===== src/rtl/vga_timing_gen.sv =====
// ---------------------------------------------------------------------------
// vga_timing_gen
//
// Raster timing generator for the TinyVGA PMOD output path (640x480@60 with
// the default parameters). It produces horizontal/vertical sync, the
// display-active flag, the current pixel coordinates, per-line and per-frame
// strobes, and a completed-frame counter.
//
// Every output is a register. The flags are decoded from the counter value
// being loaded on the same edge, so flags and coordinates are never skewed.
//
// Ports:
//   clk          in   pixel clock (nominal 25.175 MHz)
//   rst_n        in   synchronous active-low reset
//   pix_en       in   pixel advance enable (tie high for full rate)
//   hsync        out  horizontal sync, polarity set by SYNC_NEG
//   vsync        out  vertical sync, polarity set by SYNC_NEG
//   display_on   out  high while (hpos,vpos) lies in the visible area
//   hpos         out  current column, 0..H_TOTAL-1
//   vpos         out  current line, 0..V_TOTAL-1
//   line_start   out  one-pixel strobe when hpos becomes 0
//   frame_start  out  one-pixel strobe when (hpos,vpos) becomes (0,0)
//   frame_count  out  completed-frame counter, wraps modulo 2^FRAME_W
// ---------------------------------------------------------------------------
module vga_timing_gen #(
  parameter int H_DISPLAY = 640,
  parameter int H_FRONT   = 16,
  parameter int H_SYNC    = 96,
  parameter int H_BACK    = 48,
  parameter int V_DISPLAY = 480,
  parameter int V_FRONT   = 10,
  parameter int V_SYNC    = 2,
  parameter int V_BACK    = 33,
  parameter int SYNC_NEG  = 1,
  parameter int FRAME_W   = 10
) (
  input  logic               clk,
  input  logic               rst_n,
  input  logic               pix_en,
  output logic               hsync,
  output logic               vsync,
  output logic               display_on,
  output logic [9:0]         hpos,
  output logic [9:0]         vpos,
  output logic               line_start,
  output logic               frame_start,
  output logic [FRAME_W-1:0] frame_count
);

  localparam int H_TOTAL = H_DISPLAY + H_FRONT + H_SYNC + H_BACK;
  localparam int V_TOTAL = V_DISPLAY + V_FRONT + V_SYNC + V_BACK;

  generate
    if (H_TOTAL > 1024 || V_TOTAL > 1024) begin : g_bad_totals
      $error("vga_timing_gen: H_TOTAL and V_TOTAL must not exceed 1024");
    end
  endgenerate

  localparam logic [9:0] H_LAST = 10'(H_TOTAL - 1);
  localparam logic [9:0] V_LAST = 10'(V_TOTAL - 1);

  // Decode boundaries are 11 bits wide so an end boundary of exactly 1024
  // is still representable.
  localparam logic [10:0] H_VIS    = 11'(H_DISPLAY);
  localparam logic [10:0] HS_BEGIN = 11'(H_DISPLAY + H_FRONT);
  localparam logic [10:0] HS_END   = 11'(H_DISPLAY + H_FRONT + H_SYNC);
  localparam logic [10:0] V_VIS    = 11'(V_DISPLAY);
  localparam logic [10:0] VS_BEGIN = 11'(V_DISPLAY + V_FRONT);
  localparam logic [10:0] VS_END   = 11'(V_DISPLAY + V_FRONT + V_SYNC);

  // Sync output = active flag XOR this; it is also the inactive level.
  localparam logic SYNC_INV = (SYNC_NEG != 0);

  logic [9:0] h_nxt;
  logic [9:0] v_nxt;
  logic       h_wrap;
  logic       hs_nxt;
  logic       vs_nxt;
  logic       de_nxt;
  logic       ls_nxt;
  logic       fs_nxt;

  // Set by reset, cleared by the first advance: the (0,0) reached straight
  // out of reset raises frame_start but is not a completed frame.
  logic       first_frame;

  always_comb begin
    h_wrap = (hpos == H_LAST);
    h_nxt  = h_wrap ? 10'd0 : hpos + 10'd1;
    v_nxt  = vpos;
    if (h_wrap) begin
      v_nxt = (vpos == V_LAST) ? 10'd0 : vpos + 10'd1;
    end
    hs_nxt = ({1'b0, h_nxt} >= HS_BEGIN) && ({1'b0, h_nxt} < HS_END);
    vs_nxt = ({1'b0, v_nxt} >= VS_BEGIN) && ({1'b0, v_nxt} < VS_END);
    de_nxt = ({1'b0, h_nxt} < H_VIS) && ({1'b0, v_nxt} < V_VIS);
    ls_nxt = (h_nxt == 10'd0);
    fs_nxt = ls_nxt && (v_nxt == 10'd0);
  end

  always_ff @(posedge clk) begin
    if (!rst_n) begin
      hpos        <= H_LAST;
      vpos        <= V_LAST;
      hsync       <= SYNC_INV;
      vsync       <= SYNC_INV;
      display_on  <= 1'b0;
      line_start  <= 1'b0;
      frame_start <= 1'b0;
      frame_count <= '0;
      first_frame <= 1'b1;
    end else if (pix_en) begin
      hpos        <= h_nxt;
      vpos        <= v_nxt;
      hsync       <= hs_nxt ^ SYNC_INV;
      vsync       <= vs_nxt ^ SYNC_INV;
      display_on  <= de_nxt;
      line_start  <= ls_nxt;
      frame_start <= fs_nxt;
      first_frame <= 1'b0;
      if (fs_nxt && !first_frame) begin
        frame_count <= frame_count + 1'b1;
      end
    end else begin
      // Stalled: coordinates and levels hold, strobes must not repeat.
      line_start  <= 1'b0;
      frame_start <= 1'b0;
    end
  end

endmodule


===== config.mk =====
export PLATFORM = sky130hd
export DESIGN_NAME = vga_timing_gen
export DESIGN_NICKNAME = d
export VERILOG_FILES = /design/src/rtl/vga_timing_gen.sv
export SDC_FILE = /design/constraint.sdc
export NUM_CORES = 1
export LEC_CHECK = 0
export ABC_AREA = 1
export BUFFER_PORTS_ARGS = -buffer_cell sky130_fd_sc_hd__buf_2
export CAP_MARGIN = 20
export CORE_MARGIN = 2
export CORE_UTILIZATION = 40
export CTS_CLUSTER_DIAMETER = 200
export CTS_CLUSTER_SIZE = 14
export DETAILED_ROUTE_END_ITERATION = 10
export SYNTH_ARGS = -nofsm -noshare
export SYNTH_HDL_FRONTEND = slang
export SYNTH_SLANG_ARGS = --single-unit
export TNS_END_PERCENT = 100

===== constraint.sdc =====
create_clock -name clk -period 2.91 [get_ports clk]
set_input_delay 0.1455 -clock clk [delete_from_list [all_inputs] [get_ports clk]]
set_output_delay 0.1455 -clock clk [all_outputs]
set_load 0.02 [all_outputs]

==> out/qor.csv <==
metric,value,unit
Worst Path Required,3080,ps
post-route insts no fill,463,
leakage power,1.25,nW
share of the synthesized area in the top cell type,32.5,%
relative slew slack,57.9,%
vias in the first global route,2065,
Root Driver,clkbuf_8,
Clk network pwr share,25.9,%
initial antenna violation count,0,
power per cell area,553,mW/mm²
clock slew at reported path FFs,70,ps
GRT met2 Usage,30.7,%
Synth area leaders,"dfxtp_1, nand2_1, nor2_1",
syn avg cell area,6.35,µm²
placed wire-length estimate,4.43,mm
clock skew,6.28,ps
"area leader, netlist",dfxtp_1,
worst slew pin tran,631,ps
max frequency,0.395,GHz
P_sw,0.552,mW
number of max-cap violations,0,
post-CTS setup repair buffer count,0,
Worst Setup Start Kind,flip-flop,
flop2flop setup slack,380,ps
via count,2347,
cts-stage hold buffer count,0,
drt first pass iters,4,
first-pass GRT wire length,9.78,mm
crit-path max FO,14,
HP Class,in2reg,
Simple-Gate Fraction of Synth Area,41.9,%
main combinational cell family by area after synthesis,simple AND/OR/NAND/NOR gates,
sequential area share after synthesis,32.5,%
CTS Buf Count,5,
minimum clock period,2530,ps
Cell variety after synth,29,
Worst VDD drop,0.000312,V
XOR/XNOR Fraction of Synth Area,2.37,%
Setup CP Type,reg2reg,
Die H,78.4,µm
die area,0.00615,mm²
status,completed,
total wire length,5.92,mm
clk buf depth,2,
CTS tree,done,
die width,78.4,µm
final hold vios,0,
filler cell count in the final layout,589,
CTS resizes,0,
Seq cells post-synth,36,
All-Layer GR Usage,19.9,%
post-synthesis adder-cell area fraction,2.82,%
Int Power,0.866,mW
global route hottest layer,met2,
"Worst Setup Slack, final",375,ps
Netlist Area Pre-Place,0.00221,mm²
largest net degree at the start of global routing,16,
site row count,27,
Switching Fraction,38.9,%
Comb pwr share,34.4,%
Antenna Nets Post-Route,0,
via/cell ratio,5.07,
Std-Cell Core Area,0.00544,mm²
DRT iter0 DRCs,129,
# IOs,38,
Place WS,385,ps
Design Power,1.42,mW
Mapped Nets,357,
DP Cell Count,455,
CP endpoint kind,flip-flop,
final setup fails,0,
post-synthesis mux area share,0,%
DP Area,0.00247,mm²
share of post-route cells with drive strength above 1,13.8,%
met3 Resource Use GR,3.45,%
WL/cell,12.8,µm
"Design Area, Final",0.00256,mm²
CTS Sinks,36,
diode count,0,
Final nets,398,
Worst EP arrival,2710,ps
Post-Syn Instances,349,
initial cell density of the core,40.7,%
Synth warnings,0,
fraction of the mapped netlist area in compound gates,10.8,%
clk_lat worst skew,280,ps
Max Slew Vio Count,0,
RSZ-0062 raised after global routing,no,
M1 GR Usage,27.9,%
detailed-route DRC error count,0,
routability cong.,0.842,
crit share post-route,87.1,%
port bufs,37,
grt total ovfl,0,
Layout area overhead,15.8,%
H-tree depth,2,
setup TNS,0,ps
Sequential Power Share,39.7,%
==> sequential cells by signal, indices dropped and copies added, names as in the netlist <==
| name | flops |
|---|---|
| vsync | 1 |
| hpos | 10 |
| display_on | 1 |
| first_frame | 1 |
| frame_start | 1 |
| vpos | 10 |
| frame_count | 10 |
| line_start | 1 |
| hsync | 1 |
==> power groups by stage <==
| stage | Combinational, mW | Clock, mW | Sequential (mW) |
|---|---|---|---|
| floorplan | 0.340 | 0 | 0.602 |
| global placement | 0.486 | 0 | 0.572 |
| detailed placement | 0.483 | 0 | 0.574 |
| CTS | 0.487 | 0.384 | 0.562 |
| global route | 0.547 | 0.402 | 0.569 |
| finish | 0.488 | 0.368 | 0.563 |
==> worst max-delay path, cell delays in order, from the launching register on <==
cell     delay, ps
dfxtp_1        450
ha_1           240
nand2_2         90
nor2_4         160
nand3_4        180
inv_1          210
nand2_1         80
nand2_1        110
nand2_1         80
nor2_1         170
nand3_1        160
nor2_4         190
nand3_2        150
nand2_1         90
a21oi_1         50
==> worst paths after layout <==
check                           cells after the start                        start                          end
worst max-delay path                               14         hpos[0]$_SDFFE_PN1P_  frame_count[7]$_SDFFE_PN0P_
worst max register to register                     14         hpos[0]$_SDFFE_PN1P_  frame_count[7]$_SDFFE_PN0P_
worst min register to register                      2  frame_count[9]$_SDFFE_PN0P_  frame_count[9]$_SDFFE_PN0P_
worst min-delay path                                2                        rst_n     first_frame$_SDFFE_PN1P_
==> area by class of cell <==
class | count | area, µm² | share of cell area, %
timing repair buffer | 38 | 193 | 7.51
tap | 72 | 90.1 | 3.51
clock buffer | 8 | 90.1 | 3.51
multi-input combinational | 259 | 1280 | 50.0
sequential | 36 | 721 | 28.1
inverter | 50 | 188 | 7.32
==> placed cells by master, fill, tap and decap left out, drive strengths merged <==
| cell type | netlist | final |
|---|---|---|
| inv | 48 | 48 |
| clkbuf | 3 | 8 |
| nand2 | 96 | 96 |
| buf | 1 | 38 |
| or2 | 1 | 1 |
| a31oi | 1 | 1 |
| nor2 | 57 | 57 |
| nand4 | 18 | 18 |
| dfxtp | 36 | 36 |
| a32o | 1 | 1 |
| ha | 5 | 5 |
| a21oi | 10 | 10 |
| o22ai | 9 | 9 |
| a22oi | 8 | 8 |
| o31ai | 1 | 1 |
| nand3 | 30 | 30 |
| nand3b | 1 | 1 |
| o21ai | 8 | 8 |
| xor2 | 3 | 3 |
| xnor2 | 3 | 3 |
| clkinv | 2 | 2 |
| nor3 | 6 | 6 |
| o32a | 1 | 1 |
==> stage by stage <==
step | hold slack [ps] | util (%)
final | 116 | 47.2
after global routing | 127 | 47.2
after CTS | 103 | 47.2
after detailed placement | 403 | 45.5
after global placement | 397 | 45.5
after floorplan | 222 | -
==> layer usage <==
metal	share of wire (%)	wire length (µm)
met1	50	2940
met2	45	2660
met3	4.6	271
met4	0.90	53
met5	0	0
==> cell usage after synthesis <==
cell	instances
nand4_1	18
nand3_4	1
dfxtp_1	36
o32a_1	1
xnor2_1	3
clkinv_1	2
o21ai_0	8
clkbuf_1	3
a32o_1	1
xor2_1	3
nand3_1	28
nand2_1	94
a31oi_1	1
nand3_2	1
nor3_1	6
o22ai_1	9
inv_2	1
ha_1	5
nand3b_1	1
a21oi_1	10
buf_6	1
o31ai_1	1
or2_2	1
nor2_4	3
inv_1	47
a22oi_1	8
nor2_1	53
nand2_2	2
nor2_2	1
==> cells by family (layout without fill, tap and decap cells) <==
group | Yosys count | count (layout)
AO/OA/AOI/OAI | 39 | 39
XOR/XNOR | 6 | 6
adder cells (fa/ha/maj) | 5 | 5
flip-flops | 36 | 36
AND/OR/NAND/NOR | 209 | 209
buffers and inverters | 54 | 96
No activity file was read; power rests on OpenSTA's default activity.
